<file path="config.mk">
export PLATFORM = sky130hd
export DESIGN_NAME = baw_input_frontend
export DESIGN_NICKNAME = d
export VERILOG_FILES = /design/src/rtl/baw_input_frontend.sv
export SDC_FILE = /design/constraint.sdc
export NUM_CORES = 1
export LEC_CHECK = 0
export CAP_MARGIN = 5
export CORE_UTILIZATION = 60
export CTS_CLUSTER_SIZE = 16
export DETAILED_ROUTE_END_ITERATION = 8
export HOLD_SLACK_MARGIN = 0.03
export PLACE_DENSITY = 0.9
export SYNTH_ARGS = -nofsm -noshare
export SYNTH_HDL_FRONTEND = slang
export SYNTH_SLANG_ARGS = --single-unit
export TNS_END_PERCENT = 100
</file>
<file path="constraint.sdc">
create_clock -name clk -period 16.5 [get_ports clk]
set_clock_uncertainty 0.2 [all_clocks]
set_input_delay 3.3 -clock clk [delete_from_list [all_inputs] [get_ports clk]]
set_output_delay 3.3 -clock clk [all_outputs]
set_load 0.02 [all_outputs]
</file>
<file path="src/rtl/baw_input_frontend.sv">
// baw_input_frontend: button sync/debounce/press pulses and card switch qualification.
// Define BAW_BTN_LOCKOUT_EN to suppress pulses from a button pressed while another is held.
module baw_input_frontend #(
    parameter int DEBOUNCE_CYCLES = 1000000,
    parameter int CNT_W = 20
) (
    input  logic       clk,
    input  logic       reset,
    input  logic [4:0] btn_raw,
    input  logic [8:0] sw_raw,
    input  logic [8:0] avail,
    input  logic       sel_en,
    output logic [4:0] press_pulse,
    output logic [4:0] btn_level,
    output logic       card_valid,
    output logic [3:0] card_idx,
    output logic [8:0] card_onehot,
    output logic       sel_error
);
    localparam logic [CNT_W-1:0] BTN_LAST = CNT_W'(DEBOUNCE_CYCLES);
    localparam logic [CNT_W-1:0] SW_LAST = CNT_W'(DEBOUNCE_CYCLES - 1);

    logic [4:0] btn_s1, btn_s2, lvl_d, pulse_next;
    logic [8:0] sw_s1, sw_s2, sw_prev;
    logic [CNT_W-1:0] cnt [5];
    logic [CNT_W-1:0] sw_cnt;
    logic stable, one_hot, valid_next, error_next;
    logic [3:0] idx_next;

    always_ff @(posedge clk or posedge reset) begin
        if (reset) begin
            btn_s1 <= '0;
            btn_s2 <= '0;
            sw_s1 <= '0;
            sw_s2 <= '0;
            sw_prev <= '0;
            lvl_d <= '0;
            btn_level <= '0;
            sw_cnt <= '0;
            stable <= 1'b0;
            for (int i = 0; i < 5; i++) cnt[i] <= '0;
        end else begin
            btn_s1 <= btn_raw;
            btn_s2 <= btn_s1;
            sw_s1 <= sw_raw;
            sw_s2 <= sw_s1;
            sw_prev <= sw_s2;
            lvl_d <= btn_level;
            for (int i = 0; i < 5; i++) begin
                if (btn_s2[i] == btn_level[i]) cnt[i] <= '0;
                else if (cnt[i] == BTN_LAST) begin
                    btn_level[i] <= ~btn_level[i];
                    cnt[i] <= '0;
                end else cnt[i] <= cnt[i] + CNT_W'(1);
            end
            // any change restarts the whole-vector stability window
            if (sw_s2 != sw_prev) begin
                sw_cnt <= '0;
                stable <= 1'b0;
            end else if (!stable) begin
                if (sw_cnt == SW_LAST) begin
                    stable <= 1'b1;
                    sw_cnt <= '0;
                end else sw_cnt <= sw_cnt + CNT_W'(1);
            end
        end
    end

`ifdef BAW_BTN_LOCKOUT_EN
    logic [4:0] other_held;
    always_comb begin
        other_held = '0;
        for (int i = 0; i < 5; i++) other_held[i] = |(lvl_d & ~(5'd1 << i));
        pulse_next = btn_level & ~lvl_d & ~other_held;
    end
`else
    assign pulse_next = btn_level & ~lvl_d;
`endif

    always_comb begin
        one_hot = (sw_prev != 9'd0) && ((sw_prev & (sw_prev - 9'd1)) == 9'd0);
        valid_next = sel_en && stable && one_hot && |(sw_prev & avail);
        error_next = sel_en && stable && (sw_prev != 9'd0) && !valid_next;
        idx_next = 4'd15;
        for (int i = 0; i < 9; i++) if (valid_next && sw_prev[i]) idx_next = 4'(i);
    end

    always_ff @(posedge clk or posedge reset) begin
        if (reset) begin
            press_pulse <= '0;
            card_valid <= 1'b0;
            card_idx <= 4'd15;
            card_onehot <= '0;
            sel_error <= 1'b0;
        end else begin
            press_pulse <= pulse_next;
            card_valid <= valid_next;
            card_idx <= idx_next;
            card_onehot <= valid_next ? sw_prev : 9'd0;
            sel_error <= error_next;
        end
    end
endmodule
</file>
==> results of run 1 <==
path summary, 6_finish.rpt:
path / to / slack [ns] / from / depth (start not counted)
hold reg to reg: sw_s2[3]$_DFF_PP0_ / 0.15 / sw_s1[3]$_DFF_PP0_ / 0
setup / recovery: sw_prev[3]$_DFF_PP0_ / 11.33 / reset / 3
setup reg to reg: sw_cnt[19]$_DFFE_PP0P_ / 13.77 / sw_cnt[2]$_DFFE_PP0P_ / 5
min in group asynchronous: cnt[45]$_DFF_PP0_ / 3.21 / reset / 2
hold / removal: sw_s2[3]$_DFF_PP0_ / 0.15 / sw_s1[3]$_DFF_PP0_ / 0
max in group clk: card_idx[1] / 11.44 / card_idx[1]$_DFF_PP1_ / 1
layout by cell type, fill, tap and decap left out, types with 4 or more instances in the layout:
master and n:
dfrtp_1 184, nor2_1 135, xor2_1 76, clkdlybuf4s50_1 50, nand2_1 47, nand3_1 44, xnor2_1 37, nand4_1 25
inv_1 24, and4_1 22, clkbuf_16 17, nor4b_1 15, nor4_1 13, and3_1 13, nor3_1 13, a21oi_1 12
ha_1 11, and2_1 8, o21ai_0 8, nor2b_1 7, or2_2 5, mux2_2 5, inv_6 5, a22oi_1 4
nand3b_1 4, dfstp_2 4, inv_8 4
kinds of logic (layout without fill, tap and decap cells):
kind of cell             count (synthesis)  after routing  synth area share [%]
AO/OA/AOI/OAI                           36             36                  2.77
XOR/XNOR                               113            113                  11.9
adder cells (fa/ha/maj)                 13             13                  1.89
buffers and inverters                   49            108                  2.47
flip-flops                             188            188                  56.4
multiplexers                             7              7                 0.975
AND/OR/NAND/NOR                        375            375                  23.6
per-layer routing:
metal  up-vias  GRT usage [%]
met4         0           9.45
met3        24           5.18
met2        94           38.1
li1       2761              -
met1      2882           30.0
met5         -              0
sequential cells by signal, indices dropped and copies added (netlist names):
| register | flops |
|---|---|
| btn_level | 5 |
| btn_s1 | 5 |
| btn_s2 | 5 |
| card_idx | 4 |
| card_onehot | 9 |
| card_valid | 1 |
| cnt | 100 |
| lvl_d | 5 |
| press_pulse | 5 |
| sel_error | 1 |
| stable | 1 |
| sw_cnt | 20 |
| sw_prev | 9 |
| sw_s1 | 9 |
| sw_s2 | 9 |
area by class of cell:
class	count	area [um2]
Sequential cell	188	4710
Fill cell	891	3820
Multi-Input combinational cell	544	3430
Timing Repair Buffer	51	508
Clock buffer	18	439
Tap cell	176	220
Clock inverter	14	173
Inverter	25	98.8
worst max-delay path, delay by kind of cell:
family	cells	cell delay (ns)
buffers and inverters	3	1.99
power breakdown:
group / leakage [nW] / internal [mW] / switching [mW]
Combinational: 1.30 / 0.0127 / 0.0199
Sequential: 2.52 / 0.468 / 0.00894
Clock: 0.296 / 0.234 / 0.186
stage by stage:
step,util (%),instance area (um2)
after global routing,71.5,9580
after detailed placement,66.9,8960
after floorplan,-,8340
final,71.5,9580
after CTS,71.5,9580
after global placement,66.9,8960
==> flow_summary.rst, run 1 <==
.. list-table::
   :header-rows: 1

   * - Metric
     - Value
   * - Outcome
     - complete, no violations
   * - Layout area overhead
     - 14.8%
   * - Global-route wire length before repair
     - 26600 um
   * - Type of origin of the critical path
     - input pin
   * - Grt total ovfl
     - 0
   * - Detailed route wirelength on metal3
     - 433 um
   * - Critical-path cell list
     - clkdlybuf4s50_1 > clkinv_4 > buf_4
   * - Top-Level Pins
     - 51
   * - Die area
     - 14400 um2
   * - Largest driver fanout on the critical path
     - 107
   * - Routed Wire Length
     - 15300 um
   * - Via count
     - 5761
   * - Worst hold slack
     - 0.150 ns
   * - CTS clk-pin slew, worst paths
     - 0.07 ns
   * - Library cell used as clock root buffer
     - clkbuf_16
   * - Post-detailed-route DRC marker count
     - 0
   * - Initial core utilization
     - 62.3%
   * - Sequential element share of the synthesized area
     - 56.4%
   * - Biggest area consumer among synthesized cells
     - dfrtp_1
   * - Topmost layer with routed signal wires
     - met4
   * - Number of gates resized after cts
     - 0
   * - Post-synthesis area per instance
     - 10.7 um2
   * - Final setup violation count
     - 0
   * - Skew-Pair Late Insertion Delay
     - 0.43 ns
   * - Horizontal die dimension
     - 120 um
   * - Average wire length per cell after detail routing
     - 15.1 um
   * - Kind of critical path
     - in -> async
   * - Final Net Count
     - 864
   * - Count of buffers added by post-CTS timing repair for setup
     - 0
   * - Number of cells in the finished layout apart from fillers
     - 1016
   * - Critical-path top delay cell
     - buf_4
   * - Met1 wire length
     - 6940 um
   * - Warnings, synthesis
     - 0
   * - Min-delay worst type
     - reg -> reg
   * - GRT Util Overall
     - 23.3%
   * - Site Rows
     - 42
   * - Floorplan Core Area
     - 13400 um2
   * - Number of violations reported at the end of detailed-routing iteration 0
     - 460
   * - Cell Area, Synth
     - 8340 um2
   * - Largest net degree at the start of global routing
     - 108
   * - RSZ-0062 raised after global routing
     - false
   * - Max-slew violation total from the final report
     - 0
   * - Total met2 wirelength after detailed routing
     - 7660 um
   * - Max Root-Sink Buffers
     - 2
   * - Worst EP arrival
     - 5.38 ns
   * - Min cycle time layout
     - 5.17 ns
   * - Number of antenna violations at the first check in global routing
     - 0
   * - Diode count
     - 0
   * - Count of different cell masters after synthesis
     - 50
   * - Pre-CTS setup slack
     - 10.76 ns
   * - Vertical extent of the die
     - 120 um
   * - Num Clock Sinks
     - 188
   * - Fraction of the cycle the final worst path needs
     - 31.3%
   * - Proportion of register bits with asynchronous set or reset after synthesis
     - 100%
   * - GP Congestion
     - 0.810
   * - Top FF cell, synth
     - dfrtp_1
   * - Fmax
     - 194 MHz
   * - Via count of the first global-routing pass
     - 5881
   * - Worst path setup slack after routing
     - 11.33 ns
   * - Area share of the largest cell type after synthesis
     - 55.2%
   * - Worst Max-Slew Pin Slew
     - 1.02 ns
   * - Number of nets with antenna violations after routing
     - 0
   * - Clock tree from TritonCTS
     - done
   * - Critical Path Sink Type
     - async pin
   * - Top cells by area in the synthesized netlist
     - dfrtp_1 (55%), xor2_1 (8.0%), nor2_1 (6.1%)
   * - Input/output buffers
     - 50
   * - First-pass detailed-route iteration total
     - 5
   * - Final TNS setup
     - 0 ns
   * - Post-layout power
     - 0.929 mW
   * - Post-detailed-placement half-perimeter wirelength
     - 9640 um
   * - TritonCTS buffer count
     - 17
   * - Ratio of total power to cell area
     - 97.0 nW/um2
   * - Share of final-layout standard cells stronger than drive strength 1
     - 7.38%
   * - Instance count of the mapped netlist
     - 781
   * - Number of nets produced by synthesis
     - 818
   * - Delay of the slowest critical-path stage
     - 0.90 ns
   * - Register bit count reported by yosys
     - 188
   * - Leak
     - 4.11 nW
   * - Commonest cells in the synthesized netlist
     - dfrtp_1 (184), nor2_1 (135), xor2_1 (76), nand2_1 (47), nand3_1 (44)
   * - Hold-fix buffers, CTS
     - 0
   * - Worst endpoint required time
     - 16.71 ns
   * - Cell count after placement
     - 984
   * - Maxcap violations
     - 0
   * - Number of hold violations in the final report
     - 0
   * - Slew headroom
     - 32.1%
   * - Count of flip-flops with a built-in enable after synthesis
     - 0
   * - CTS H-Tree Depth
     - 4
   * - Post-detailed-route via-to-cell ratio
     - 5.67
   * - Max VDD drop
     - 0.0774 mV
   * - Most common cell in the synthesized netlist
     - dfrtp_1
Note: power is estimated with default switching activity, not from simulation.
==> inputs of run 2 (changes only) <==
- CORE_UTILIZATION: 60 -> 59
- PLACE_DENSITY: 0.9 -> 0.89
- clock period: 16.5 -> 4.81 ns (I/O delays scaled with it)
==> run 2 against run 1 <==
Critical path depth down 2. Design area up 0.50%. Largest cell class unchanged. Utilization down 1.9 points. Clock power rose to 3.5 times the previous value. Global-route usage about the same. First-iteration DRC count down 7.4%. Power rose to 3.5 times the previous value. Combinational power rose to 3.6 times the previous value. Sequential share of layout area down 0.24 points. Sequential power rose to 3.4 times the previous value. Routed wire length down 0.27%. Via count down 1.9%.
==> flow_summary.rst, run 2 (synthesis results as in run 1) <==
.. list-table::
   :header-rows: 1

   * - Metric
     - Value
   * - Outcome
     - complete, no violations (unchanged)
   * - Num Clock Sinks
     - 188 (unchanged)
   * - Clock tree from TritonCTS
     - done (unchanged)
   * - Largest driver fanout on the critical path
     - 1 (was 107)
   * - GRT Util Overall
     - 23.3% (about the same)
   * - CTS clk-pin slew, worst paths
     - 0.07 ns (about the same)
   * - Kind of critical path
     - reg -> out (was in -> async)
   * - Die area
     - 14600 um2 (was 14400 um2)
   * - Min-delay worst type
     - reg -> reg (unchanged)
   * - Most flop-heavy register
     - cnt (unchanged)
   * - Delay of the slowest critical-path stage
     - 0.61 ns (was 0.90 ns)
   * - Slew headroom
     - 47.4% (was 32.1%)
   * - Layout area overhead
     - 15.3% (was 14.8%)
   * - Layout Utilization
     - 69.6% (was 71.5%)
   * - Largest registers ranked by flip-flop count
     - cnt: 100 flops, sw_cnt: 20 flops (unchanged)
   * - GP Congestion
     - 0.835 (was 0.810)
   * - Fraction of the cycle the final worst path needs
     - 56.7%
   * - Average wire length per cell after detail routing
     - 15.0 um (was 15.1 um)
   * - R2R setup slack
     - 2.14 ns (was 13.77 ns)
   * - Cell count of the worst hold path
     - 0 (unchanged)
   * - Top-Level Pins
     - 51 (unchanged)
   * - Number of hold violations in the final report
     - 0 (unchanged)
   * - Startpoint of the tightest hold check path
     - sw_s1[5]$_DFF_PP0_ (was sw_s1[3]$_DFF_PP0_)
   * - Via count of the first global-routing pass
     - 5704 (was 5881)
   * - Share of final-layout standard cells stronger than drive strength 1
     - 7.37% (was 7.38%)
   * - Number of cells on the critical path
     - 1 (was 3)
   * - Initial core utilization
     - 60.3% (was 62.3%)
   * - Post-detailed-route DRC marker count
     - 0 (unchanged)
   * - Input/output buffers
     - 50 (unchanged)
   * - Horizontal die dimension
     - 121 um (was 120 um)
   * - Leak
     - 4.11 nW (about the same)
   * - RR Startpoint
     - sw_cnt[2]$_DFFE_PP0P_ (unchanged)
   * - Cell count after placement
     - 989 (was 984)
   * - Floorplan Core Area
     - 13800 um2 (was 13400 um2)
   * - CP Buf/Inv Count
     - 1 (was 3)
   * - Site Rows
     - 43 (was 42)
   * - Worst Max-Slew Pin Slew
     - 0.787 ns (was 1.02 ns)
   * - R2r endpoint
     - sw_cnt[19]$_DFFE_PP0P_ (unchanged)
   * - Type of origin of the critical path
     - flop (was input pin)
   * - Worst EP arrival
     - 1.56 ns (was 5.38 ns)
   * - Number of gates resized after cts
     - 0 (unchanged)
   * - Diode count
     - 0 (unchanged)
   * - Max-slew violation total from the final report
     - 0 (unchanged)
   * - Number of nets with antenna violations after routing
     - 0 (unchanged)
   * - Leading cell types in the layout, fill and taps excluded
     - dfrtp_1 (184), nor2_1 (135), xor2_1 (76), clkdlybuf4s50_1 (50), nand2_1 (47) (unchanged)
   * - Critical Path Sink Type
     - output pin (was async pin)
   * - Hold-fix buffers, CTS
     - 0 (unchanged)
   * - Final setup violation count
     - 0 (unchanged)
   * - Vertical extent of the die
     - 121 um (was 120 um)
   * - Post-detailed-route via-to-cell ratio
     - 5.54 (was 5.67)
   * - Critical-path top delay cell
     - clkdlybuf4s50_1 (was buf_4)
   * - Max VDD drop
     - 0.362 mV (was 0.0774 mV)
   * - Worst hold slack
     - 0.149 ns (was 0.150 ns)
   * - Via count
     - 5652 (was 5761)
   * - Number of fillers in the final layout
     - 971 (was 891)
   * - Min cycle time layout
     - 2.73 ns
   * - Count of buffers added by post-CTS timing repair for setup
     - 0 (unchanged)
   * - First-pass detailed-route iteration total
     - 5 (unchanged)
   * - Commonest non-fill, non-tap cell in the layout
     - dfrtp_1 (unchanged)
   * - Routed Wire Length
     - 15300 um (about the same)
   * - Critical-path cell list
     - clkdlybuf4s50_1 (was clkdlybuf4s50_1 > clkinv_4 > buf_4)
   * - Largest net degree at the start of global routing
     - 95 (was 108)
   * - Skew-Pair Late Insertion Delay
     - 0.43 ns (about the same)
   * - TritonCTS buffer count
     - 17 (unchanged)
   * - Grt total ovfl
     - 0 (unchanged)
   * - RSZ-0062 raised after global routing
     - false (unchanged)
   * - Sink of the worst hold path
     - sw_s2[5]$_DFF_PP0_ (was sw_s2[3]$_DFF_PP0_)
   * - Library cell used as clock root buffer
     - clkbuf_16 (unchanged)
   * - Post-detailed-placement half-perimeter wirelength
     - 9670 um (was 9640 um)
   * - Worst reg2reg path depth
     - 5 (unchanged)
   * - Final TNS setup
     - 0 ns (unchanged)
   * - Cell family with the largest share of critical-path delay
     - buffers and inverters (unchanged)
   * - CTS H-Tree Depth
     - 4 (unchanged)
   * - Maxcap violations
     - 0 (unchanged)
   * - Ratio of total power to cell area
     - 335 nW/um2 (was 97.0 nW/um2)
   * - Max Root-Sink Buffers
     - 2 (unchanged)
   * - Fmax
     - 367 MHz
   * - Post-layout power
     - 3.23 mW (was 0.929 mW)
   * - Number of violations reported at the end of detailed-routing iteration 0
     - 426 (was 460)
   * - Final Net Count
     - 865 (was 864)
   * - Number of cells in the finished layout apart from fillers
     - 1021 (was 1016)
   * - Worst endpoint required time
     - 3.65 ns (was 16.71 ns)
   * - Flip-flop count of the largest register after layout
     - 100 (unchanged)
   * - Global-route wire length before repair
     - 26800 um (was 26600 um)
   * - Number of antenna violations at the first check in global routing
     - 0 (unchanged)
==> run 2: cell count changes in the layout (fill, tap and decap cells not counted), moves of 2 or more <==
cell	before	now
clkinvlp_4	2	6
buf_12	0	2
inv_8	4	0
clkinv_2	0	2
inv_6	5	2
bufinv_16	2	4
==> run 2: metrics by stage <==
| step | setup WS (ns) | instance area, um2 |
|---|---|---|
| after floorplan | 1.23 | 8350 |
| after global placement | 1.98 | 9000 |
| after detailed placement | 1.94 | 9000 |
| after CTS | 2.07 | 9620 |
| after global routing | 1.95 | 9620 |
| final | 2.08 | 9620 |
==> run 2: worst max path at each step <==
stage                                      from                       end
after floorplan                           reset  btn_level[0]$_DFFE_PP0P_
after global placement                 avail[0]  card_onehot[3]$_DFF_PP0_
after detailed placement               avail[0]  card_onehot[2]$_DFF_PP0_
after CTS                 card_idx[1]$_DFF_PP1_               card_idx[1]
after global routing      sw_cnt[2]$_DFFE_PP0P_    sw_cnt[19]$_DFFE_PP0P_
final                     card_idx[1]$_DFF_PP1_               card_idx[1]
==> run 2: layout make-up <==
type	count	area, um2	area share, %
clock inverters	14	194	2.02
flip-flops and latches	188	4710	48.9
multi-input cells	544	3430	35.6
clock buffers	18	429	4.46
well taps	180	225	2.34
repair buffers	52	541	5.62
inverters	25	97.6	1.01
==> run 2: routing by layer <==
layer | vias to the layer above | track usage, % | share of wire (%)
met3 | 31 | 5.03 | 3.0
met2 | 97 | 38.4 | 51
met5 | - | 0 | 0
met4 | 0 | 8.87 | 1.7
li1 | 2761 | - | -
met1 | 2763 | 30.2 | 45
==> run 2: power by group <==
part	total [mW]	internal, mW	switching (mW)
logic	0.116	0.0464	0.0697
clock network	1.47	0.871	0.603
registers	1.64	1.61	0.0306
